===== src/rtl/rom_loader_pkg.sv =====
// Shared types and widths for the boot ROM loader.
package rom_loader_pkg;

    localparam int unsigned LANES  = 4;
    localparam int unsigned BYTE_W = 8;
    localparam int unsigned WORD_W = LANES * BYTE_W;
    localparam int unsigned ADDR_W = 32;
    localparam int unsigned LANE_W = 2;

    typedef enum logic [2:0] {
        ST_IDLE,
        ST_FETCH,
        ST_WRITE,
        ST_DONE,
        ST_ERROR
    } state_e;

    typedef struct packed {
        logic [ADDR_W-1:0] addr;
        logic [WORD_W-1:0] data;
        logic [LANES-1:0]  strb;
    } mem_wr_t;

endpackage


===== src/rtl/rom_loader_byte_lane_packer.sv =====
// Lane-register storage: collects ROM bytes into their lanes and tracks which lanes are filled.
module byte_lane_packer
    import rom_loader_pkg::*;
(
    input  logic              clk,
    input  logic              reset_n,
    input  logic              clear,
    input  logic              load,
    input  logic [LANE_W-1:0] lane,
    input  logic [BYTE_W-1:0] byte_in,
    output logic [WORD_W-1:0] word,
    output logic [LANES-1:0]  strb
);

    logic [LANES-1:0][BYTE_W-1:0] lanes_q;
    logic [LANES-1:0]             strb_q;

    always_ff @(posedge clk or negedge reset_n) begin
        if (!reset_n) begin
            lanes_q <= '0;
            strb_q  <= '0;
        end else if (clear) begin
            lanes_q <= '0;
            strb_q  <= '0;
        end else if (load) begin
            lanes_q[lane] <= byte_in;
            strb_q[lane]  <= 1'b1;
        end
    end

    assign word = lanes_q;
    assign strb = strb_q;

endmodule


===== src/rtl/rom_loader.sv =====
// Boot loader: walks the byte-wide ROM from address 0 and writes little-endian packed words to memory.
module rom_loader
    import rom_loader_pkg::*;
#(
    parameter logic [ADDR_W-1:0] MEM_BASE  = 32'h0000_0000,
    parameter int unsigned       MAX_BYTES = 65536
) (
    input  logic              clk,
    input  logic              reset_n,
    input  logic              start,
    output logic [ADDR_W-1:0] rom_address,
    input  logic [BYTE_W-1:0] rom_byte,
    input  logic              rom_done,
    output logic              mem_wr_valid,
    input  logic              mem_wr_ready,
    output logic [ADDR_W-1:0] mem_wr_addr,
    output logic [WORD_W-1:0] mem_wr_data,
    output logic [LANES-1:0]  mem_wr_strb,
    output logic              busy,
    output logic              boot_done,
    output logic              error
);

    state_e            state_q, state_d;
    logic [ADDR_W-1:0] addr_q, addr_d;
    logic [31:0]       cnt_q, cnt_d, cnt_next;
    mem_wr_t           wr_q, wr_d;
    logic              valid_q, valid_d;
    logic              last_q, last_d;
    logic              busy_q, busy_d;
    logic              done_q, done_d;
    logic              err_q, err_d;

    logic              pk_clear_c, pk_load_c;
    logic [LANE_W-1:0] lane_c;
    logic [WORD_W-1:0] pk_word, merged_data_c;
    logic [LANES-1:0]  pk_strb, merged_strb_c;

    byte_lane_packer u_packer (
        .clk     (clk),
        .reset_n (reset_n),
        .clear   (pk_clear_c),
        .load    (pk_load_c),
        .lane    (lane_c),
        .byte_in (rom_byte),
        .word    (pk_word),
        .strb    (pk_strb)
    );

    // Word as it will look once the byte presented this cycle is folded in.
    assign lane_c        = addr_q[LANE_W-1:0];
    assign merged_data_c = pk_word | (WORD_W'(rom_byte) << {lane_c, 3'b000});
    assign merged_strb_c = pk_strb | (LANES'(1) << lane_c);
    assign cnt_next      = cnt_q + 32'd1;

    always_ff @(posedge clk or negedge reset_n) begin
        if (!reset_n) begin
            state_q <= ST_IDLE;
            addr_q  <= '0;
            cnt_q   <= '0;
            wr_q    <= '0;
            valid_q <= 1'b0;
            last_q  <= 1'b0;
            busy_q  <= 1'b0;
            done_q  <= 1'b0;
            err_q   <= 1'b0;
        end else begin
            state_q <= state_d;
            addr_q  <= addr_d;
            cnt_q   <= cnt_d;
            wr_q    <= wr_d;
            valid_q <= valid_d;
            last_q  <= last_d;
            busy_q  <= busy_d;
            done_q  <= done_d;
            err_q   <= err_d;
        end
    end

    always_comb begin
        state_d    = state_q;
        addr_d     = addr_q;
        cnt_d      = cnt_q;
        wr_d       = wr_q;
        valid_d    = valid_q;
        last_d     = last_q;
        done_d     = done_q;
        err_d      = err_q;
        pk_clear_c = 1'b0;
        pk_load_c  = 1'b0;

        case (state_q)
            ST_IDLE, ST_DONE, ST_ERROR: begin
                if (start) begin
                    state_d    = ST_FETCH;
                    addr_d     = '0;
                    cnt_d      = '0;
                    last_d     = 1'b0;
                    done_d     = 1'b0;
                    err_d      = 1'b0;
                    pk_clear_c = 1'b1;
                end
            end
            ST_FETCH: begin
                pk_load_c = 1'b1;
                cnt_d     = cnt_next;
                // Runaway guard wins over a full-word write: no partial write on abort.
                if (!rom_done && (cnt_next >= 32'(MAX_BYTES))) begin
                    state_d = ST_ERROR;
                    err_d   = 1'b1;
                end else if (rom_done || (lane_c == LANE_W'(LANES - 1))) begin
                    wr_d.addr = MEM_BASE + {addr_q[ADDR_W-1:LANE_W], LANE_W'(0)};
                    wr_d.data = merged_data_c;
                    wr_d.strb = merged_strb_c;
                    valid_d   = 1'b1;
                    last_d    = rom_done;
                    state_d   = ST_WRITE;
                end else begin
                    addr_d = addr_q + ADDR_W'(1);
                end
            end
            ST_WRITE: begin
                if (mem_wr_ready) begin
                    valid_d    = 1'b0;
                    pk_clear_c = 1'b1;
                    if (last_q) begin
                        state_d = ST_DONE;
                        done_d  = 1'b1;
                    end else begin
                        addr_d  = addr_q + ADDR_W'(1);
                        state_d = ST_FETCH;
                    end
                end
            end
            default: state_d = ST_IDLE;
        endcase

        busy_d = (state_d == ST_FETCH) || (state_d == ST_WRITE);
    end

    assign rom_address  = addr_q;
    assign mem_wr_valid = valid_q;
    assign mem_wr_addr  = wr_q.addr;
    assign mem_wr_data  = wr_q.data;
    assign mem_wr_strb  = wr_q.strb;
    assign busy         = busy_q;
    assign boot_done    = done_q;
    assign error        = err_q;

endmodule

===== config.mk =====
export PLATFORM = sky130hd
export DESIGN_NAME = rom_loader
export DESIGN_NICKNAME = d
export VERILOG_FILES = /design/src/rtl/rom_loader_pkg.sv /design/src/rtl/rom_loader_byte_lane_packer.sv /design/src/rtl/rom_loader.sv
export SDC_FILE = /design/constraint.sdc
export NUM_CORES = 1
export LEC_CHECK = 0
export CAP_MARGIN = 20
export CORE_ASPECT_RATIO = 1.2
export CORE_UTILIZATION = 50
export CTS_BUF_LIST = sky130_fd_sc_hd__clkbuf_8
export DETAILED_ROUTE_END_ITERATION = 10
export PLACE_DENSITY = 0.74
export SLEW_MARGIN = 10
export SYNTH_ARGS = -nofsm -noshare
export SYNTH_HDL_FRONTEND = slang
export SYNTH_SLANG_ARGS = --single-unit

===== constraint.sdc =====
create_clock -name clk -period 5.83 [get_ports clk]
set_input_delay 1.4575 -clock clk [delete_from_list [all_inputs] [get_ports clk]]
set_output_delay 1.4575 -clock clk [all_outputs]
set_load 0.02 [all_outputs]

# After elaboration in Yosys (flattened, before gate mapping)

Cells that the tools add are included.

Bits in registers: 174
Input bits: 13

Add/subtract/negate cells: 2
Magnitude comparators: 3
Equality and inequality tests: 15
Shift operators: 2
Muxes and demuxes: 39
Bitwise operators: 4
Reductions and logical operators: 19

Operators with widths:

| operator                                               | number |
|---|---|
| 2-to-1 mux 32 bit                                      | 7 |
| case mux 32 bit (3 select lines)                       | 1 |
| adder 32 x 1 -> 32 bit (second input constant)         | 2 |
| case mux 32 bit (2 select lines)                       | 1 |
| bitwise mux 32 bit                                     | 1 |
| >= comparator 32 x 17 -> 1 bit (second input constant) | 1 |
| OR 32 bit                                              | 1 |
| left shift 8 x 5 -> 32 bit                             | 1 |
| demux 8 bit (select 2 bit)                             | 1 |
| inequality test 2 bit (second input constant)          | 8 |
| 2-to-1 mux 1 bit                                       | 13 |
| 2-to-1 mux 3 bit                                       | 4 |
| AND reduction 4 bit                                    | 3 |
| case mux 1 bit (2 select lines)                        | 5 |
| == test 3 x 2 -> 1 bit (second input constant)         | 3 |
| case mux 3 bit (3 select lines)                        | 1 |
| 2-to-1 mux 4 bit                                       | 2 |
| 2-to-1 mux 8 bit                                       | 1 |
| OR 4 bit                                               | 2 |
| nonzero test 2 bit                                     | 4 |
| == test 3 x 1 -> 1 bit (second input constant)         | 2 |
| AND reduction 3 bit                                    | 2 |
| AND reduction 6 bit                                    | 1 |
| left shift 1 x 2 -> 4 bit (first input constant)       | 1 |
| 14 further kinds                                       | 16 |

# Depth between registers and ports, before layout

Gate-level depths: netlist of the first run.

Depth in word-level cells: 7
Mapped depth: 13
Gate-level depth less buffers: 11

# Cells and area by module

A second synthesis of the first run with hierarchy kept.

Cell total of the unflattened synthesis: 894
Area total of the unflattened synthesis: 8883.5 um^2

By module, submodules not included:

| module           | times used | cells each | area an instance (um^2) | seq. area each (um^2) |
|---|---|---|---|---|
| rom_loader       | 1          | 766        | 7303.3                  | 3453.3 |
| byte_lane_packer | 1          | 128        | 1580.3                  | 900.9 |

# Worst setup path after synthesis of the first run

Ideal clock, no wire load.

Kind: input to register
Start: input rom_done
End: register addr_q[9] (netlist: rom_address[9])
Setup time: 0.139 ns
Data arrival time: 2.984 ns
Path slack: 2.707 ns
Cell stages on the path: 6
Buffers on the path: 1
Cells stage by stage: or4_1 > nor4b_4 > nor2_2 > buf_2 > o311ai_0 > o31ai_1

Cells in the longest elaborated chain, start to end: 4

RTL lines:

| element                         | RTL line          | RTL |
|---|---|---|
| from (decl)                     | rom_loader.sv:13  | `input logic rom_done,` |
| logical NOT 1 bit               | rom_loader.sv:108 | `if (!rom_done && (cnt_next >= 32'(MAX_BYTES))) begin` |
| logical AND 1 bit               | rom_loader.sv:108 |  |
| inequality test 2 bit (no line) | -                 |  |
| AND reduction 6 bit (no line) * | -                 |  |
| to (signal assigned)            | rom_loader.sv:69  | `addr_q <= addr_d;` |
| to (decl)                       | rom_loader.sv:25  | `logic [ADDR_W-1:0] addr_q, addr_d;` |

Mark *: on every way between the ends. The rest lies on a longest branch, timed or not.
A chain may end at the register's enable or synchronous reset.

# Final worst setup path of the first run

Start: input rom_done
End: register addr_q[23] (netlist: rom_address[23])

The elaborated chain is that of the path after synthesis.

==> results of run 1 <==
synth_stat cells (15+ instances only):
| library cell | instances |
|---|---|
| nand4_1 | 16 |
| o21ai_0 | 57 |
| o31ai_1 | 20 |
| inv_1 | 50 |
| dfrtp_1 | 174 |
| nand2_1 | 117 |
| mux2i_1 | 39 |
| and3_1 | 15 |
| mux2_2 | 30 |
| clkbuf_1 | 25 |
| nand3_1 | 29 |
| a21oi_1 | 86 |
| nor2_1 | 65 |
routing by layer:
metal	up-vias	global-route usage (%)	wire, um
li1	3270	-	-
met1	3354	31.7	8810
met2	177	38.6	9850
met3	22	5.39	1010
met4	0	5.68	208
met5	-	0	0
registers in the layout, indices dropped and copies added, names as in the netlist:
register       count
boot_done          1
rom_address       32
mem_wr_addr       30
busy               1
u_packer.strb      4
cnt_q             32
state_q            3
u_packer.word     32
mem_wr_strb        4
mem_wr_valid       1
mem_wr_data       32
last_q             1
error              1
metrics by stage:
step	util, %	hold WS (ps)	cells
2_1_floorplan	-	467	885
3_3_place_gp	59.2	479	1164
3_5_place_dp	59.2	485	1164
4_1_cts	61.8	507	1196
5_1_grt	61.9	521	1198
6_report	61.9	501	1198
layout make-up:
class / count / area (um2)
well taps: 212 / 265
diodes: 1 / 2.50
fillers: 1407 / 6270
repair buffers: 122 / 1210
inverters: 50 / 188
flip-flops and latches: 174 / 4350
clock buffers: 21 / 289
clock inverters: 11 / 140
multi-input cells: 607 / 3740
final timing paths:
path	slack, ps	cells after the start	from	to
worst min register to register	500	1	error	error
worst max register to register	2240	11	cnt_q[0]	mem_wr_data[20]
worst max-delay path	2230	6	rom_done	rom_address[23]
min in group asynchronous	1090	1	reset_n	u_packer.word[9]
max in group asynchronous	3650	2	reset_n	state_q[2]
worst min-delay path	500	1	error	error
kinds of logic after synthesis:
logic type                 count (synthesis)
and+or+nand+nor                          311
AOI/OAI and AO/OA                        206
DFF                                      174
buffers and inverters                    104
muxes                                     70
xor gates and xnor gates                  12
adders and majority gates                  6
other                                      1
report_power, final:
| part | total (mW) | leakage, nW | internal (mW) | switching [mW] |
|---|---|---|---|---|
| registers | 1.55 | 2.37 | 1.40 | 0.145 |
| clock network | 0.901 | 0.220 | 0.466 | 0.434 |
| logic | 1.47 | 1.80 | 0.549 | 0.918 |
| total | 3.91 | 4.40 | 2.42 | 1.50 |
worst max-delay path, cell delays in order:
cell and delay (ps):
clkdlybuf4s50_1 530, or4_1 590, nor4b_4 350, o21ai_1 380
o311a_1 420, a41o_1 200
==> results.yml, run 1 <==
logic_synthesis:
  ys_warn_count: 0
  syn-cell-area_mm2: 0.00852
  synthMuxAreaShare_pct: 8.73
  synth_area_leaders: "dfrtp_1 51%, nand2_1 5.2%, a21oi_1 5.1%, mux2i_1 4.6%, mux2_2 4.0%"
  synthSimpleGateAreaFrac_pct: 18.6
  async_reset_ff_share_pct: 100
  synth-xor-area-share_pct: 1.23
  synth_seq_cells: 174
  synth_area_per_cell_um2: 9.63
  synth_compound_area_share_pct: 14.2
  synthAdderAreaFrac_pct: 0.881
  netlist_instances: 884
  synth-main-ff-cell: "dfrtp_1"
  synth_top_family_by_area: "simple AND/OR/NAND/NOR gates"
  yosys.area.top_type: "dfrtp_1"
  synth_edf_count: 0
  yosys.area.top_type_share_pct: 51.1
  yosys.cell_types.count: 66
  synth-seq-area-share_pct: 51.1
clock_tree:
  post_cts_buffers: 0
  h-tree-depth: 4
  ctsResizeCount: 0
  clock_path_buffers: 2
  clock_latency_ps: 460
  cts_root_buffer: "clkbuf_8"
  cts.sink_count: 174
  clkTransAtPathRegs_ps: 80
  postCtsHoldBufs: 0
  tritoncts: "yes"
  cts_buffers: 17
finish:
  final_common_cell: "dfrtp_1"
  final_cell_mix: "174 x dfrtp_1, 117 x nand2_1, 113 x clkdlybuf4s50_1, 86 x a21oi_1, 64 x nor2_1"
  nNetsFinal: 991
  drive_gt1_share_pct: 9.54
  final_area_mm2: 0.0102
  syn_to_final_growth_pct: 19.7
placement:
  numPortBuffers: 114
  place_ws_ps: 1760
  placed_cell_area_mm2: 0.00974
  hpwl_um: 13200
  place_congestion: 0.851
die:
  rows: 51
  dieArea_mm2: 0.0176
  initial_core_util_pct: 51.7
  die_h_um: 145
  die_x_um: 121
  core_area_mm2: 0.0165
  io-pin-count: 117
power_and_ir_drop:
  leakage_nw: 4.40
  finalPower_mw: 3.91
  power_density_mw_per_mm2: 384
  ir_drop_mv: 0.256
timing:
  fin_worst_skew_ps: 13.4
  slew_violations: 0
  setup_viol: 0
  tns_ps: 0
  hold_viol: 0
  timing.final.crit_share_pct: 61.7
  slew_headroom_pct: 31.8
  fmax_ghz: 0.278
  worst_slack_ps: 2230
  worst_pin_slew_ps: 1020
  fin_crit_ps: 3600
  rsz0062_at_grt: "no"
routing:
  ant_nets: 0
  wl_per_cell_um: 16.6
  drt_iter0_drc: 483
  via_per_inst: 5.70
  wl_um: 19900
  detailedRoute.firstPassIterationCount: 6
  drc: 0
  vias: 6823
global_routing:
  grt_pass1_vias: 6439
  gr-usage-all-layers_pct: 23.6
  grt_pass1_wl_um: 32900
  antenna_found_initial: 1
  gr-total-overflow: 0
  grt_max_degree: 103
worst_hold_path:
  worstHoldPathType: "flip-flop to flip-flop"
critical_path:
  start_kind: "primary input"
  path_max_fanout: 17
  worst_ep_arrival_time_ps: 3940
  end_kind: "flip-flop"
  path_class: "primary input to flip-flop"
  critical_path_required_ps: 6180
outcome:
  outcome: "finished clean"
run:
  drv_cap: 0
Note: power is estimated with default switching activity, not from simulation.
==> run 2, diff against run 1 <==
--- a/config.mk
+++ b/config.mk
@@ -10,7 +10,7 @@
 export CORE_UTILIZATION = 50
 export CTS_BUF_LIST = sky130_fd_sc_hd__clkbuf_8
 export DETAILED_ROUTE_END_ITERATION = 10
-export PLACE_DENSITY = 0.74
+export PLACE_DENSITY = 0.77
 export SLEW_MARGIN = 10
 export SYNTH_ARGS = -nofsm -noshare
 export SYNTH_HDL_FRONTEND = slang
==> constraint.sdc (replaced) <==
create_clock -name clk -period 3 [get_ports clk]
set_input_delay 0.75 -clock clk [delete_from_list [all_inputs] [get_ports clk]]
set_output_delay 0.75 -clock clk [all_outputs]
set_load 0.02 [all_outputs]
==> run 2 against run 1 <==
Compared with the run above: clock power is 70% higher; count of clock-buffer cells in the layout is 4 lower; global-route usage is 1.4 points higher; via count is 5.5% higher; power is 100% higher; worst hold slack worse by 260 ps; critical endpoint is now rom_address[31]; register-to-register slack worse by 2200 ps.
==> results.yml, run 2 (synthesis gave the netlist of run 1 again) <==
outcome:
  outcome: "finished clean"
critical_path:
  crit_chain: "nand4_1 -> nor3_2 -> buf_4 -> a311oi_2 -> nor2_1 -> or4_1 -> nor4b_4 -> buf_4 -> buf_6 -> o21ai_4 -> or4_1 -> nand2_1"
  crit_path_max_incr_delay_ps: 480
  worst_ep_arrival_time_ps: 3390
  crit_path_top_delay_cell: "or4_1"
  end_kind: "flip-flop"
  start_kind: "flip-flop"
  path_max_fanout: 6
  critical_path_required_ps: 3420
  path_class: "flip-flop to flip-flop"
global_routing:
  grt_pass1_vias: 6899
  grt_max_degree: 58
  gr-total-overflow: 0
  grt_pass1_wl_um: 34800
  gr-usage-all-layers_pct: 25.0
  antenna_found_initial: 0
finish:
  num-fill-cells: 1319
  regArea_mm2: 0.00436
  final_util_pct: 66.4
  final_common_cell: "dfrtp_1"
  n_antenna_cell: 0
  syn_to_final_growth_pct: 28.4
  final_cell_mix: "173 x dfrtp_1, 117 x nand2_1, 113 x clkdlybuf4s50_1, 80 x a21oi_1, 79 x buf_4"
  drive_gt1_share_pct: 18.9
  multi_input_area_mm2: 0.00388
  final_area_mm2: 0.0109
  instances_no_fill: 1278
  nNetsFinal: 1072
routing:
  wl_per_cell_um: 16.6
  ant_nets: 0
  via_per_inst: 5.63
  drt_iter0_drc: 536
  drc: 0
  detailedRoute.firstPassIterationCount: 5
  vias: 7195
  wl_um: 21200
timing:
  hold_viol: 0
  rsz0062_at_grt: "yes"
  fin_worst_skew_ps: 9.44
  slew_headroom_pct: 57.4
  setup_viol: 0
  timing.final.crit_share_pct: 99.2
  slew_violations: 0
  fmax_ghz: 0.336
  fin_crit_ps: 2980
  worst_pin_slew_ps: 637
  worst_slack_ps: 24.9
power_and_ir_drop:
  p_int_mw: 4.75
  finalPower_mw: 7.93
  power_density_mw_per_mm2: 725
  clkPwrFrac_pct: 19.3
  seqPwrFrac_pct: 37.0
  combPwrFrac_pct: 43.7
  power.net_switching_mw: 3.17
  leakage_nw: 4.81
  switching_share_pct: 40.0
  ir_drop_mv: 0.393
die:
  die_x_um: 121
  rows: 51
  core_area_mm2: 0.0165
  initial_core_util_pct: 51.7
  die_h_um: 145
  io-pin-count: 117
  dieArea_mm2: 0.0176
placement:
  placed_cell_area_mm2: 0.0103
  dp_cells: 1233
  place_congestion: 0.853
  hpwl_um: 14500
  place_ws_ps: -67.7
  numPortBuffers: 114
clock_tree:
  cts.sink_count: 174
  h-tree-depth: 4
  tritoncts: "yes"
  cts_buffers: 17
  clock_path_buffers: 2
  postCtsHoldBufs: 0
  clkTransAtPathRegs_ps: 90
  clock_latency_ps: 470
  cts_root_buffer: "clkbuf_8"
run:
  drv_cap: 0
worst_hold_path:
  worstHoldPathType: "primary input to async pin"
-- run 2: timing repair --
action / 4_1_cts / 5_1_grt
endpoints found under the setup margin: 22 / 74
pin swaps: 2 / 15
resized for setup: 3 / 36
cloned: 0 / 3
buffers inserted: 1 / 9
-- run 2: power groups by stage --
stage,registers (mW),logic (mW),clock network [mW]
after floorplan,3.23,1.71,0
after global placement,2.97,3.15,0
after detailed placement,2.99,3.20,0
after CTS,2.94,3.23,1.56
after global routing,2.98,3.77,1.68
final,2.94,3.46,1.53
-- run 2: area by class of cell --
type,count,share of cell area (%)
inverters,50,1.72
well taps,212,2.42
multi-input cells,609,35.5
repair buffers,201,17.2
clock inverters,15,1.21
clock buffers,17,2.14
flip-flops and latches,174,39.8
-- run 2: critical path, delay by kind of cell (launching register included) --
family / cells / cell delay [ps]
buffers and inverters: 3 / 450
and+or+nand+nor: 7 / 1650
AOI/OAI and AO/OA: 2 / 370
DFF: 1 / 430
-- run 2: through the flow --
step	hold WS [ps]	TNS, ps
3_5_place_dp	488	-331
6_report	240	0
4_1_cts	249	0
5_1_grt	260	-2810
2_1_floorplan	454	0
3_3_place_gp	480	-1.51
-- run 2: worst paths after layout --
path / startpoint / end / slack (ps) / cells past startpoint
worst min register to register: boot_done / boot_done / 500 / 2
worst min-delay path: reset_n / mem_wr_data[4] / 240 / 1
worst max-delay path: cnt_q[11] / rom_address[31] / 20 / 12
min in group clk: boot_done / boot_done / 500 / 2
max in group asynchronous: reset_n / cnt_q[7] / 2030 / 2
worst max register to register: cnt_q[11] / rom_address[31] / 20 / 12
-- run 2: metal layers --
| layer | vias to the layer above | global-route usage, % | wire length [um] |
|---|---|---|---|
| li1 | 3440 | - | - |
| met1 | 3501 | 32.6 | 9150 |
| met2 | 222 | 41.4 | 10500 |
| met3 | 32 | 4.99 | 1070 |
| met4 | 0 | 7.90 | 415 |
| met5 | - | 0 | 0 |
